## config.mk

```make
export PLATFORM = sky130hd
export DESIGN_NAME = control_sequencer_flat
export DESIGN_NICKNAME = d
export VERILOG_FILES = /design/src/rtl/control_sequencer_if.sv /design/src/rtl/control_sequencer.sv /design/src/flat_wrapper.sv
export SDC_FILE = /design/constraint.sdc
export NUM_CORES = 1
export LEC_CHECK = 0
export ABC_AREA = 1
export BUFFER_PORTS_ARGS = -buffer_cell sky130_fd_sc_hd__buf_2
export CAP_MARGIN = 40
export CORE_ASPECT_RATIO = 0.6
export CORE_MARGIN = 3
export CORE_UTILIZATION = 40
export CTS_BUF_LIST = sky130_fd_sc_hd__clkbuf_8
export DETAILED_ROUTE_END_ITERATION = 8
export GPL_ROUTABILITY_DRIVEN = 0
export PLACE_DENSITY = 0.83
export SYNTH_ARGS = -nofsm -noshare
export SYNTH_HDL_FRONTEND = slang
export SYNTH_SLANG_ARGS = --single-unit
```

## constraint.sdc

```tcl
create_clock -name clock -period 1.8 [get_ports clock]
set_clock_uncertainty 0.2 [all_clocks]
set_input_delay 0.36 -clock clock [delete_from_list [all_inputs] [get_ports clock]]
set_output_delay 0.36 -clock clock [all_outputs]
set_load 0.02 [all_outputs]
```

## src/rtl/control_sequencer_if.sv

```systemverilog
// Control-sequencer <-> data_path signal bundle.
// The master modport is the sequencer: it reads run, mem_ready and the
// fed-back IR and drives every bus-drive, load and ALU-select strobe.
// The slave modport is the data_path (or a bench standing in for it).
interface control_sequencer_if;
   // Inputs to the sequencer
   logic        run;
   logic        mem_ready;
   logic [31:0] ir;

   // Bus drive strobes
   logic        PCout;
   logic        Zlowout;
   logic        MDRout;

   // Load / control strobes
   logic        MARin;
   logic        Zin;
   logic        PCin;
   logic        MDRin;
   logic        IRin;
   logic        Yin;
   logic        IncPC;
   logic        Read;

   // GPR selects and ALU function
   logic [15:0] reg_out;
   logic [15:0] reg_in;
   logic [3:0]  alu_op;

   // Status
   logic        halted;
   logic        illegal;

   modport master (
      input  run, mem_ready, ir,
      output PCout, Zlowout, MDRout,
      output MARin, Zin, PCin, MDRin, IRin, Yin, IncPC, Read,
      output reg_out, reg_in, alu_op,
      output halted, illegal
   );

   modport slave (
      output run, mem_ready, ir,
      input  PCout, Zlowout, MDRout,
      input  MARin, Zin, PCin, MDRin, IRin, Yin, IncPC, Read,
      input  reg_out, reg_in, alu_op,
      input  halted, illegal
   );
endinterface

```

## src/rtl/control_sequencer.sv

```systemverilog
// Hardwired control unit for data_path.
// Fetch: T0 (PC->MAR, PC+1->Z), T1 (Z->PC, start read), T1W (wait for
// slow memory), T2 (MDR->IR). Execute for three-operand ALU ops:
// T3 (Rb->Y), T4 (Rc, ALU->Z), T5 (Z->Ra). Halt and undefined opcodes
// park the unit in HALT until clear. All strobes are a pure decode of
// the state register and the IR, so clear zeroes them without a clock.
module control_sequencer #(
   parameter int PC_RESET_HOLD = 1   // cycles in RESET_ST before fetch (1..15)
) (
   input  logic                    clock,
   input  logic                    clear,
   control_sequencer_if.master     bus
);

   typedef enum logic [3:0] {
      RESET_ST,
      T0,
      T1,
      T1W,
      T2,
      T3,
      T4,
      T5,
      HALT
   } state_t;

   localparam logic [4:0] OP_ADD  = 5'b00011;
   localparam logic [4:0] OP_SUB  = 5'b00100;
   localparam logic [4:0] OP_AND  = 5'b00101;
   localparam logic [4:0] OP_OR   = 5'b00110;
   localparam logic [4:0] OP_HALT = 5'b11011;

   localparam logic [3:0] ALU_NONE = 4'b0000;
   localparam logic [3:0] ALU_ADD  = 4'b0001;
   localparam logic [3:0] ALU_SUB  = 4'b0010;
   localparam logic [3:0] ALU_AND  = 4'b0011;
   localparam logic [3:0] ALU_OR   = 4'b0100;

   // Last count value spent in RESET_ST; the counter saturates here.
   localparam logic [3:0] HOLD_LAST = 4'(PC_RESET_HOLD - 1);

   state_t     state_q, state_d;
   logic [3:0] hold_q,  hold_d;
   logic       illegal_q, illegal_d;

   // IR fields
   logic [4:0] opcode;
   logic [3:0] ra, rb, rc;
   logic [3:0] alu_sel;
   logic       unused_ir_bits;

   assign opcode = bus.ir[31:27];
   assign ra     = bus.ir[26:23];
   assign rb     = bus.ir[22:19];
   assign rc     = bus.ir[18:15];

   // Low IR bits carry immediates/unused fields that this unit ignores.
   assign unused_ir_bits = ^bus.ir[14:0];

   function automatic logic [15:0] onehot16(input logic [3:0] idx);
      return 16'd1 << idx;
   endfunction

   // Opcode to ALU function; ALU_NONE marks anything that is not a
   // three-operand ALU instruction.
   always_comb begin
      alu_sel = ALU_NONE;
      case (opcode)
         OP_ADD:  alu_sel = ALU_ADD;
         OP_SUB:  alu_sel = ALU_SUB;
         OP_AND:  alu_sel = ALU_AND;
         OP_OR:   alu_sel = ALU_OR;
         default: alu_sel = ALU_NONE;
      endcase
   end

   // State, reset-hold counter and sticky illegal flag.
   always_ff @(posedge clock or posedge clear) begin
      if (clear) begin
         state_q   <= RESET_ST;
         hold_q    <= 4'd0;
         illegal_q <= 1'b0;
      end else begin
         state_q   <= state_d;
         hold_q    <= hold_d;
         illegal_q <= illegal_d;
      end
   end

   // Next-state logic and strobe decode.
   always_comb begin
      state_d     = state_q;
      hold_d      = 4'd0;          // counter is only live inside RESET_ST
      illegal_d   = illegal_q;

      bus.PCout   = 1'b0;
      bus.Zlowout = 1'b0;
      bus.MDRout  = 1'b0;
      bus.MARin   = 1'b0;
      bus.Zin     = 1'b0;
      bus.PCin    = 1'b0;
      bus.MDRin   = 1'b0;
      bus.IRin    = 1'b0;
      bus.Yin     = 1'b0;
      bus.IncPC   = 1'b0;
      bus.Read    = 1'b0;
      bus.reg_out = 16'd0;
      bus.reg_in  = 16'd0;
      bus.alu_op  = ALU_NONE;
      bus.halted  = (state_q == HALT);
      bus.illegal = illegal_q;

      case (state_q)
         RESET_ST: begin
            hold_d = hold_q;
            if (hold_q >= HOLD_LAST) begin
               if (bus.run) state_d = T0;
            end else begin
               hold_d = hold_q + 4'd1;
            end
         end
         T0: begin
            bus.PCout = 1'b1;
            bus.MARin = 1'b1;
            bus.IncPC = 1'b1;
            bus.Zin   = 1'b1;
            state_d   = T1;
         end
         T1: begin
            bus.Zlowout = 1'b1;
            bus.PCin    = 1'b1;
            bus.Read    = 1'b1;
            bus.MDRin   = 1'b1;
            state_d     = bus.mem_ready ? T2 : T1W;
         end
         T1W: begin
            // PC was already reloaded in T1; only keep the read going.
            bus.Read  = 1'b1;
            bus.MDRin = 1'b1;
            state_d   = bus.mem_ready ? T2 : T1W;
         end
         T2: begin
            bus.MDRout = 1'b1;
            bus.IRin   = 1'b1;
            state_d    = T3;
         end
         T3: begin
            if (alu_sel != ALU_NONE) begin
               bus.Yin     = 1'b1;
               bus.reg_out = onehot16(rb);
               state_d     = T4;
            end else begin
               state_d = HALT;
               if (opcode != OP_HALT) illegal_d = 1'b1;
            end
         end
         T4: begin
            bus.reg_out = onehot16(rc);
            bus.Zin     = 1'b1;
            bus.alu_op  = alu_sel;
            state_d     = T5;
         end
         T5: begin
            bus.Zlowout = 1'b1;
            bus.reg_in  = onehot16(ra);
            state_d     = bus.run ? T0 : RESET_ST;
         end
         HALT: begin
            state_d = HALT;
         end
         default: begin
            state_d = RESET_ST;
         end
      endcase
   end

endmodule
```

## src/flat_wrapper.sv

```systemverilog
// flat-port wrapper written by rule: the top's interface ports become plain ports
module control_sequencer_flat 
#(
   parameter int PC_RESET_HOLD = 1                                             
)
  (clock, clear, bus_run, bus_mem_ready, bus_ir, bus_PCout, bus_Zlowout, bus_MDRout, bus_MARin, bus_Zin, bus_PCin, bus_MDRin, bus_IRin, bus_Yin, bus_IncPC, bus_Read, bus_reg_out, bus_reg_in, bus_alu_op, bus_halted, bus_illegal);
  control_sequencer_if bus_i ();
  input  logic clock;
  input  logic clear;
  input wire logic [$bits(bus_i.run)-1:0] bus_run;
  input wire logic [$bits(bus_i.mem_ready)-1:0] bus_mem_ready;
  input wire logic [$bits(bus_i.ir)-1:0] bus_ir;
  output wire logic [$bits(bus_i.PCout)-1:0] bus_PCout;
  output wire logic [$bits(bus_i.Zlowout)-1:0] bus_Zlowout;
  output wire logic [$bits(bus_i.MDRout)-1:0] bus_MDRout;
  output wire logic [$bits(bus_i.MARin)-1:0] bus_MARin;
  output wire logic [$bits(bus_i.Zin)-1:0] bus_Zin;
  output wire logic [$bits(bus_i.PCin)-1:0] bus_PCin;
  output wire logic [$bits(bus_i.MDRin)-1:0] bus_MDRin;
  output wire logic [$bits(bus_i.IRin)-1:0] bus_IRin;
  output wire logic [$bits(bus_i.Yin)-1:0] bus_Yin;
  output wire logic [$bits(bus_i.IncPC)-1:0] bus_IncPC;
  output wire logic [$bits(bus_i.Read)-1:0] bus_Read;
  output wire logic [$bits(bus_i.reg_out)-1:0] bus_reg_out;
  output wire logic [$bits(bus_i.reg_in)-1:0] bus_reg_in;
  output wire logic [$bits(bus_i.alu_op)-1:0] bus_alu_op;
  output wire logic [$bits(bus_i.halted)-1:0] bus_halted;
  output wire logic [$bits(bus_i.illegal)-1:0] bus_illegal;
  assign bus_i.run = bus_run;
  assign bus_i.mem_ready = bus_mem_ready;
  assign bus_i.ir = bus_ir;
  assign bus_PCout = bus_i.PCout;
  assign bus_Zlowout = bus_i.Zlowout;
  assign bus_MDRout = bus_i.MDRout;
  assign bus_MARin = bus_i.MARin;
  assign bus_Zin = bus_i.Zin;
  assign bus_PCin = bus_i.PCin;
  assign bus_MDRin = bus_i.MDRin;
  assign bus_IRin = bus_i.IRin;
  assign bus_Yin = bus_i.Yin;
  assign bus_IncPC = bus_i.IncPC;
  assign bus_Read = bus_i.Read;
  assign bus_reg_out = bus_i.reg_out;
  assign bus_reg_in = bus_i.reg_in;
  assign bus_alu_op = bus_i.alu_op;
  assign bus_halted = bus_i.halted;
  assign bus_illegal = bus_i.illegal;
  control_sequencer #(.PC_RESET_HOLD(PC_RESET_HOLD)) u_core (.clock(clock), .clear(clear), .bus(bus_i));
endmodule
```

==> results of run 1 <==
repair_timing:
item / in CTS
pin swaps: 3
buffers inserted: 5
hold buffers: 1
resized for setup: 92
endpoints found under the hold margin: 5
endpoints found under the setup margin: 46
logic make-up after synthesis:
kind of cell | count (synthesis) | synth area share (%)
AO/OA/AOI/OAI | 4 | 2.50
other | 1 | 0.374
AND/OR/NAND/NOR | 146 | 66.8
buffers and inverters | 38 | 17.9
flip-flops | 5 | 12.5
cell usage after synthesis, drive strengths merged:
cell,instances,area (µm²)
o211ai,1,7.51
conb,1,3.75
inv,29,109
nor2,44,188
nor3,15,86.3
o21ai,2,10.0
nand3,39,200
nand2,44,170
buf,9,70.1
o21bai,1,7.51
nand4,2,12.5
dfrtp,5,125
or2,2,12.5
stage by stage:
| stage | instance area (µm²) | hold WS (ps) | worst slack (ps) | util [%] | cells |
|---|---|---|---|---|---|
| CTS | 1830 | 179 | -243 | 80.4 | 308 |
| detailed placement | 1450 | 70.0 | -187 | 63.8 | 298 |
| global placement | 1450 | 69.1 | -158 | 63.8 | 298 |
| floorplan | 1020 | -61.5 | -33.8 | - | 194 |
==> run summary, run 1 <==
status = stopped before the end
Last stage = 5_1_grt
stop err = [ERROR DPL-0038] Utilization greater than 100%, impossible to legalize
root buffer cell = clkbuf_8
last worst endpoint in the global-route repair_timing = bus_reg_in[6]
worst_ep kind = top-level output
cell count after synthesis = 194
mean post-synth cell area = 5.17 µm²
Synth cell types = 21
Post-DP HPWL = 2810 µm
I/O Buffers = 68
CTS H-Tree Depth = 1
Seq/Total Area, Yosys = 12.5%
# clock sinks = 5
yosys synthesis warning count = 0
initial core utilization = 44.0%
CTS max path bufs = 2
largest net degree at the start of global routing = 20
Synth Register Bits = 5
Num CTS Buffers = 3
Die Wd = 70.6 µm
Die Span Y = 44.8 µm
cell area after synthesis = 1000 µm²
Std-Cell Rows = 13
I/O pin total = 85
Synth Net Count = 230
==> run 2: changes to the inputs <==
--- a/config.mk
+++ b/config.mk
@@ -8,13 +8,11 @@
 export ABC_AREA = 1
 export BUFFER_PORTS_ARGS = -buffer_cell sky130_fd_sc_hd__buf_2
 export CAP_MARGIN = 40
-export CORE_ASPECT_RATIO = 0.6
-export CORE_MARGIN = 3
-export CORE_UTILIZATION = 40
-export CTS_BUF_LIST = sky130_fd_sc_hd__clkbuf_8
+export CORE_AREA = 3 3 64 66
 export DETAILED_ROUTE_END_ITERATION = 8
+export DIE_AREA = 0 0 67 69
 export GPL_ROUTABILITY_DRIVEN = 0
-export PLACE_DENSITY = 0.83
+export PLACE_DENSITY_LB_ADDON = 0.15
 export SYNTH_ARGS = -nofsm -noshare
 export SYNTH_HDL_FRONTEND = slang
 export SYNTH_SLANG_ARGS = --single-unit
==> run summary, run 2 <==
largest family of logic cells by synthesized area = simple AND/OR/NAND/NOR gates
Cell Int Power = 840 µW
first-pass GRT wire length = 5290 µm
P per Cell Area = 842 nW/µm²
CTS H-Tree Depth = 1
Post-Place Cell Area = 1470 µm²
Synth top area share = 19.0%
Compound-Gate Fraction of Synth Area = 2.50%
Final Setup Violations = 44
Design Power = 1.61 mW
part of the power in combinational logic = 73.9%
TritonRoute pass-1 iters = 4
Startpoint Class = flip-flop
Peak supply drop = 0.000314 V
routed length per instance = 11.0 µm
I/O pin total = 85
crit path max fanout = 8
root buffer cell = clkbuf_8
clock network power share = 12.8%
DR vias = 1479
Synth cell types = 21
part of the power in registers = 13.3%
fin area = 1920 µm²
CP Cell Sequence = nor2_4 > nand3_2 > or2_4 > nor2_1 > buf_4
Synth Net Count = 230
CP max stage delay = 420 ps
Std-Cell Rows = 22
simple-gate share of the synthesized area = 66.8%
crit share post-route = 113%
number of antenna diodes = 0
Seq/Total Area, Yosys = 12.5%
hold crit path type = input pin to flip-flop
post-synthesis xor/xnor area fraction = 0%
max reg flops = 4
Die Span Y = 69 µm
Num CTS Buffers = 3
I/O Buffers = 68
global route overflow = 0
initial drt markers = 62
cell count after synthesis = 194
mean post-synth cell area = 5.17 µm²
layout cells sized above 1 = 46.2%
max_cap viols = 0
Synth Register Bits = 5
failing checks = negative setup slack
CTS max path bufs = 2
most numerous cell in the Yosys netlist = nand2_1
Post-synth EDFFs = 0
core area = 3630 µm²
crit-path leading delay family = simple AND/OR/NAND/NOR gates
Worst EP arrival = 1480 ps
most frequent cells in the layout = nand3_1, nand2_1, buf_4, nor2_1, buf_6
ys async rst share = 100%
CP Capture Type = primary output
Post-DP HPWL = 2640 µm
DRC Markers = 0
fin crit period = 2040 ps
Largest Register = u_core.state_q
status = finished, violations left
area leader, netlist = nand3_1
mux cell area share after synthesis = 0%
hold_ws = 191 ps
max frequency = 491 MHz
post-route setup slack = -236 ps
CTS tree = built
largest net degree at the start of global routing = 19
vias in the first global route = 1327
Worst-path clk slew = 30 ps
cell area after synthesis = 1000 µm²
post-route antenna net violation count = 0
yosys synthesis warning count = 0
final net count = 314
leakage = 1.02 nW
initial core utilization = 27.6%
initial antenna violation count = 0
Die Wd = 67 µm
Vias per Instance = 4.55
worst skew pair latency = 220 ps
sw power = 775 µW
Die Area = 4620 µm²
CP max stage cell = dfrtp_1
GRT Total Usage = 13.8%
synth cell count leaders = nand2_1, nor2_1, nand3_1
Post-Synth Adder-Cell Area = 0%
kind of critical path = flip-flop to primary output
max-slew violation count = 0
Switching Fraction = 48.0%
# clock sinks = 5
Setup TNS = -7180 ps
required time worst endpoint = 1240 ps
RSZ-0062 raised after global routing = yes
final wirelength = 3560 µm
Most used DFF post-synth = dfrtp_1
Critical path buffers and inverters = 1
main area contributors after synthesis = nand3_1, nand2_1, nor2_1
Final Hold Fails = 0
Area Growth Syn to Fin = 91.3%
-- run 2: cell counts after synthesis --
Identical to the previous run, type by type.
-- run 2: metrics by stage --
step / util (%) / worst slack, ps / std cells
finish: 52.8 / -236 / 325
global route: 52.8 / -294 / 325
CTS: 43.7 / -229 / 322
detailed placement: 40.4 / -204 / 315
global placement: 40.4 / -185 / 315
floorplan: - / -33.8 / 194
-- run 2: cell families after synthesis --
family / after synthesis
buffers and inverters: 38
DFF: 5
other: 1
AOI/OAI and AO/OA: 4
and+or+nand+nor: 146
-- run 2: worst reg2reg max path, stage by stage, from the launching register on --
cell	delay, ps
dfrtp_1	420
inv_2	100
buf_4	120
nand2_4	60
buf_4	140
nor2_4	110
buf_4	130
nand2_1	80
o21ai_0	90
nor2_1	60
nor2_1	90
-- run 2: final timing paths --
kind / to / cells past startpoint / slack, ps / from
min reg2reg: u_core.bus.illegal / 2 / 250 / u_core.bus.illegal
max reg2reg: u_core.state_q[0] / 10 / 140 / u_core.state_q[3]
min: u_core.state_q[2] / 3 / 190 / bus_mem_ready
max in group asynchronous: u_core.state_q[1] / 3 / 840 / clear
max: bus_reg_in[5] / 5 / -240 / u_core.state_q[3]
min in group asynchronous: u_core.state_q[0] / 3 / 380 / clear
-- run 2: layout make-up --
type / count / area [µm²]
repair buffers: 88 / 747
well taps: 48 / 60.1
clock buffers: 4 / 45.0
fillers: 357 / 1720
inverters: 29 / 111
flip-flops and latches: 5 / 126
multi-input cells: 151 / 827
-- run 2: metal layers --
| metal | vias to the layer above | routed length [µm] | global-route usage, % |
|---|---|---|---|
| met5 | - | 0 | 0 |
| met2 | 43 | 1900 | 24.9 |
| met1 | 654 | 1420 | 16.1 |
| met3 | 4 | 211 | 2.28 |
| met4 | 0 | 27 | 3.83 |
| li1 | 778 | - | - |
-- run 2: repair_timing --
| action | CTS | global route |
|---|---|---|
| pin swaps | 1 | 7 |
| hold endpoints to repair | 5 | 0 |
| cloned | 0 | 0 |
| gates resized for setup | 20 | 95 |
| hold buffers | 1 | 0 |
| buffers inserted | 2 | 3 |
| setup endpoints to repair | 46 | 47 |
-- run 2: power by group through the flow --
stage,Sequential (mW),Combinational (mW),Clock (mW)
detailed placement,0.205,0.830,0
floorplan,0.199,0.593,0
global route,0.220,1.28,0.219
CTS,0.207,0.896,0.212
finish,0.214,1.19,0.207
global placement,0.205,0.829,0
Power figures use the tool's default switching activity.
==> run 3: changes to the inputs <==
--- a/config.mk
+++ b/config.mk
@@ -8,11 +8,14 @@
 export ABC_AREA = 1
 export BUFFER_PORTS_ARGS = -buffer_cell sky130_fd_sc_hd__buf_2
 export CAP_MARGIN = 40
-export CORE_AREA = 3 3 64 66
+export CELL_PAD_IN_SITES_DETAIL_PLACEMENT = 2
+export CELL_PAD_IN_SITES_GLOBAL_PLACEMENT = 2
+export CORE_MARGIN = 3
+export CORE_UTILIZATION = 16
 export DETAILED_ROUTE_END_ITERATION = 8
-export DIE_AREA = 0 0 67 69
 export GPL_ROUTABILITY_DRIVEN = 0
 export PLACE_DENSITY_LB_ADDON = 0.15
+export SKIP_LAST_GASP = 1
 export SYNTH_ARGS = -nofsm -noshare
 export SYNTH_HDL_FRONTEND = slang
 export SYNTH_SLANG_ARGS = --single-unit
==> run summary, run 3 (synthesized netlist as in run 2, its figures left out) <==
root buffer cell = clkbuf_8
met3 wire len = 211 µm
leakage = 1.15 nW
required time worst endpoint = 1240 ps
most frequent CP cell = buf_6
Startpoint Class = flip-flop
Place WS = -315 ps
Peak supply drop = 0.000709 V
DRC Markers = 0
filler cell count = 719
Die Wd = 85.1 µm
Die Span Y = 85.1 µm
initial core utilization = 16.7%
Worst EP arrival = 1560 ps
Largest Register = u_core.state_q
initial drt markers = 79
layout cells sized above 1 = 55.9%
fin crit period = 2120 ps
max reg flops = 4
Die Area = 7250 µm²
CP max stage delay = 380 ps
RSZ-0062 raised after global routing = yes
Post-Place Cell Area = 1560 µm²
crit path max fanout = 8
post-route antenna net violation count = 0
Std-Cell Rows = 28
fin area = 2350 µm²
status = finished, violations left
worst skew pair latency = 220 ps
Design Power = 2.07 mW
failing checks = negative setup slack
crit share post-route = 118%
Non-Filler Instances = 372
Area Growth Syn to Fin = 134%
I/O Buffers = 68
CTS tree = built
most common cell after layout, fill and taps aside = buf_6
max frequency = 472 MHz
hold crit path type = input pin to flip-flop
first-pass GRT wire length = 8630 µm
met2 WL post-DR = 3370 µm
hold_ws = 212 ps
initial antenna violation count = 0
CP Cell Sequence = buf_4 > nand2_4 > nor3_4 > buf_6 > clkbuf_16 > nand3_1 > nand2_1 > buf_6
Setup TNS = -10490 ps
CP Capture Type = primary output
kind of critical path = flip-flop to primary output
DRT met1 WL = 2460 µm
largest net degree at the start of global routing = 20
Post-DP HPWL = 4040 µm
# clock sinks = 5
core area = 5990 µm²
Vias per Instance = 4.49
post-route setup slack = -317 ps
max_cap viols = 0
Max Used Layer = met4
Final Hold Fails = 0
CTS max path bufs = 2
most frequent cells in the layout = buf_6, nand3_1, buf_4, nand2_1, buf_2
Layout Utilization = 39.2%
final wirelength = 6070 µm
DP Cell Count = 350
number of antenna diodes = 0
GRT Total Usage = 14.5%
DR vias = 1670
vias in the first global route = 1790
routed length per instance = 16.3 µm
TritonRoute pass-1 iters = 4
CTS H-Tree Depth = 1
CP max stage cell = dfrtp_1
Worst-path clk slew = 40 ps
Final Setup Violations = 47
Num CTS Buffers = 3
final net count = 334
P per Cell Area = 882 nW/µm²
I/O pin total = 85
global route overflow = 0
max-slew violation count = 0
==> run 3: cell count changes in the layout (fill, tap and decap cells not counted), sizes merged <==
cell and change:
buf +17, clkbuf +2, nand2 +1
==> run 3: final cells by class <==
type	instances	area, µm²	share of cell area [%]
Clock buffer	4	45.0	1.92
Inverter	29	111	4.74
Multi-Input combinational cell	152	1000	42.6
Sequential cell	5	126	5.38
Tap cell	75	93.8	3.99
Timing Repair Buffer	107	972	41.4
==> run 3: metal layers <==
| layer | up-vias | track usage, % |
|---|---|---|
| met5 | - | 0 |
| met4 | 0 | 0.432 |
| met3 | 3 | 1.94 |
| met2 | 43 | 28.0 |
| met1 | 803 | 17.7 |
| li1 | 821 | - |
==> run 3: final timing paths <==
check / start / to / slack [ps] / depth (start not counted)
max in group asynchronous: clear / u_core.state_q[1] / 800 / 3
max: u_core.state_q[2] / bus_reg_out[10] / -320 / 8
min: bus_mem_ready / u_core.state_q[2] / 210 / 3
max reg2reg: u_core.state_q[2] / u_core.bus.illegal / 140 / 9
min in group asynchronous: clear / u_core.state_q[0] / 400 / 3
min reg2reg: u_core.bus.illegal / u_core.bus.illegal / 280 / 2
==> run 3: repair_timing <==
item / in CTS / in global routing
resized for setup: 101 / 66
hold buffers: 1 / 0
endpoints found under the setup margin: 47 / 47
hold endpoints to repair: 5 / 0
pin swaps: 13 / 17
buffers inserted: 6 / 9
cloned: 0 / 3
==> run 3: critical path: cells and delay by family (launching register included) <==
kind / cells / cell delay, ps
DFF: 1 / 380
buffers and inverters: 4 / 560
and+or+nand+nor: 4 / 390
==> run 3: report_power, final <==
group / leakage, nW / switching [mW] / internal, mW
Clock: 0.0228 / 0.0616 / 0.153
Combinational: 1.07 / 0.875 / 0.761
Sequential: 0.0588 / 0.0682 / 0.155
==> run 4: changes to the inputs <==
--- a/config.mk
+++ b/config.mk
@@ -11,7 +11,7 @@
 export CELL_PAD_IN_SITES_DETAIL_PLACEMENT = 2
 export CELL_PAD_IN_SITES_GLOBAL_PLACEMENT = 2
 export CORE_MARGIN = 3
-export CORE_UTILIZATION = 16
+export CORE_UTILIZATION = 17
 export DETAILED_ROUTE_END_ITERATION = 8
 export GPL_ROUTABILITY_DRIVEN = 0
 export PLACE_DENSITY_LB_ADDON = 0.15
==> constraint.sdc (replaced) <==
create_clock -name clock -period 2.5 [get_ports clock]
set_clock_uncertainty 0.2 [all_clocks]
set_input_delay 0.5 -clock clock [delete_from_list [all_inputs] [get_ports clock]]
set_output_delay 0.5 -clock clock [all_outputs]
set_load 0.02 [all_outputs]
==> run summary, run 4 (synthesized netlist as in run 2, its figures left out) <==
fin crit period = 2310 ps
first-pass GRT wire length = 6960 µm
leakage = 0.884 nW
Num CTS Buffers = 3
status = completed
post-route antenna net violation count = 0
final net count = 296
max_cap viols = 0
core area = 5610 µm²
CTS max path bufs = 2
Worst EP arrival = 1610 ps
crit share post-route = 92.3%
routed length per instance = 12.8 µm
CP Capture Type = primary output
TritonRoute pass-1 iters = 2
Largest Register = u_core.state_q
initial drt markers = 8
initial core utilization = 17.9%
I/O pin total = 85
crit path max fanout = 8
worst skew pair latency = 220 ps
Worst-path clk slew = 40 ps
Vias per Instance = 4.44
Die Wd = 82.8 µm
filler cell count = 781
most common cell after layout, fill and taps aside = buf_2
Setup TNS = 0 ps
root buffer cell = clkbuf_8
number of antenna diodes = 0
layout cells sized above 1 = 31.7%
CTS H-Tree Depth = 1
multi-input logic area = 711 µm²
DRC Markers = 0
final wirelength = 4240 µm
RSZ-0062 raised after global routing = no
CTS tree = built
global route overflow = 0
max reg flops = 4
largest net degree at the start of global routing = 20
DR vias = 1470
P per Cell Area = 588 nW/µm²
Design Power = 846 µW
hold crit path type = flip-flop to flip-flop
Peak supply drop = 0.000350 V
max frequency = 433 MHz
kind of critical path = flip-flop to primary output
Std-Cell Rows = 27
Sequential Area = 125 µm²
initial antenna violation count = 0
hold_ws = 260 ps
GRT Total Usage = 12.8%
Final Hold Fails = 0
Post-DP HPWL = 3610 µm
Layout Utilization = 25.6%
Final Setup Violations = 0
most frequent cells in the layout = buf_2, nand2_1, nor2_1, nand3_1, inv_1
required time worst endpoint = 1800 ps
Die Span Y = 82.8 µm
max-slew violation count = 0
Startpoint Class = flip-flop
vias in the first global route = 1516
I/O Buffers = 68
Area Growth Syn to Fin = 43.4%
# clock sinks = 5
Die Area = 6850 µm²
[run 4: cell types whose count changed in the layout (fill, tap and decap cells not counted), sizes merged]
cell,change
nand2,-1
clkbuf,-2
buf,-35
[run 4: worst max-delay path: stages (launching register included)]
cell and delay (ps):
dfrtp_1 400, inv_2 70, nor2_4 120, nand3_1 120
or2_1 340, nor2_1 140, buf_2 180
[run 4: final cells by class]
cell class                      instances  share of cell area [%]
Timing Repair Buffer                   70                    24.9
Tap cell                               72                    6.27
Inverter                               29                    7.57
Clock buffer                            4                    3.13
Multi-Input combinational cell        151                    49.4
Sequential cell                         5                    8.70
[run 4: layer usage]
layer | vias to the layer above | part of all wire, % | global-route usage, %
met3 | 0 | 5.6 | 1.84
met1 | 693 | 42 | 14.8
met2 | 41 | 52 | 25.5
li1 | 736 | - | -
met5 | - | 0 | 0
met4 | 0 | 0 | 0.980
[run 4: worst paths after layout]
| kind | startpoint | end | slack, ps | cells past startpoint |
|---|---|---|---|---|
| min | u_core.bus.illegal | u_core.bus.illegal | 260 | 2 |
| max in group asynchronous | clear | u_core.state_q[3] | 1410 | 3 |
| min reg2reg | u_core.bus.illegal | u_core.bus.illegal | 260 | 2 |
| max reg2reg | u_core.state_q[3] | u_core.state_q[0] | 940 | 7 |
| min in group asynchronous | clear | u_core.state_q[1] | 520 | 3 |
| max | u_core.state_q[2] | bus_reg_in[3] | 190 | 6 |
[run 4: stage by stage]
| step | setup slack [ps] | instance area [µm²] | instances |
|---|---|---|---|
| 4_1_cts | 86.4 | 1430 | 331 |
| 6_report | 192 | 1440 | 331 |
| 3_5_place_dp | 110 | 1370 | 326 |
| 5_1_grt | 53.6 | 1440 | 331 |
| 3_3_place_gp | 132 | 1370 | 326 |
| 2_1_floorplan | 275 | 1000 | 194 |
[run 4: timing repair]
item,CTS,global route
endpoints found under the hold margin,5,0
resized for setup,0,2
setup buffers,0,0
hold buffers,1,0
endpoints found under the setup margin,0,13
[run 4: report_power, final]
part / internal, mW / switching (mW) / leakage [nW] / total [mW]
logic: 0.162 / 0.379 / 0.802 / 0.541
clock network: 0.110 / 0.0442 / 0.0228 / 0.154
registers: 0.110 / 0.0408 / 0.0600 / 0.151
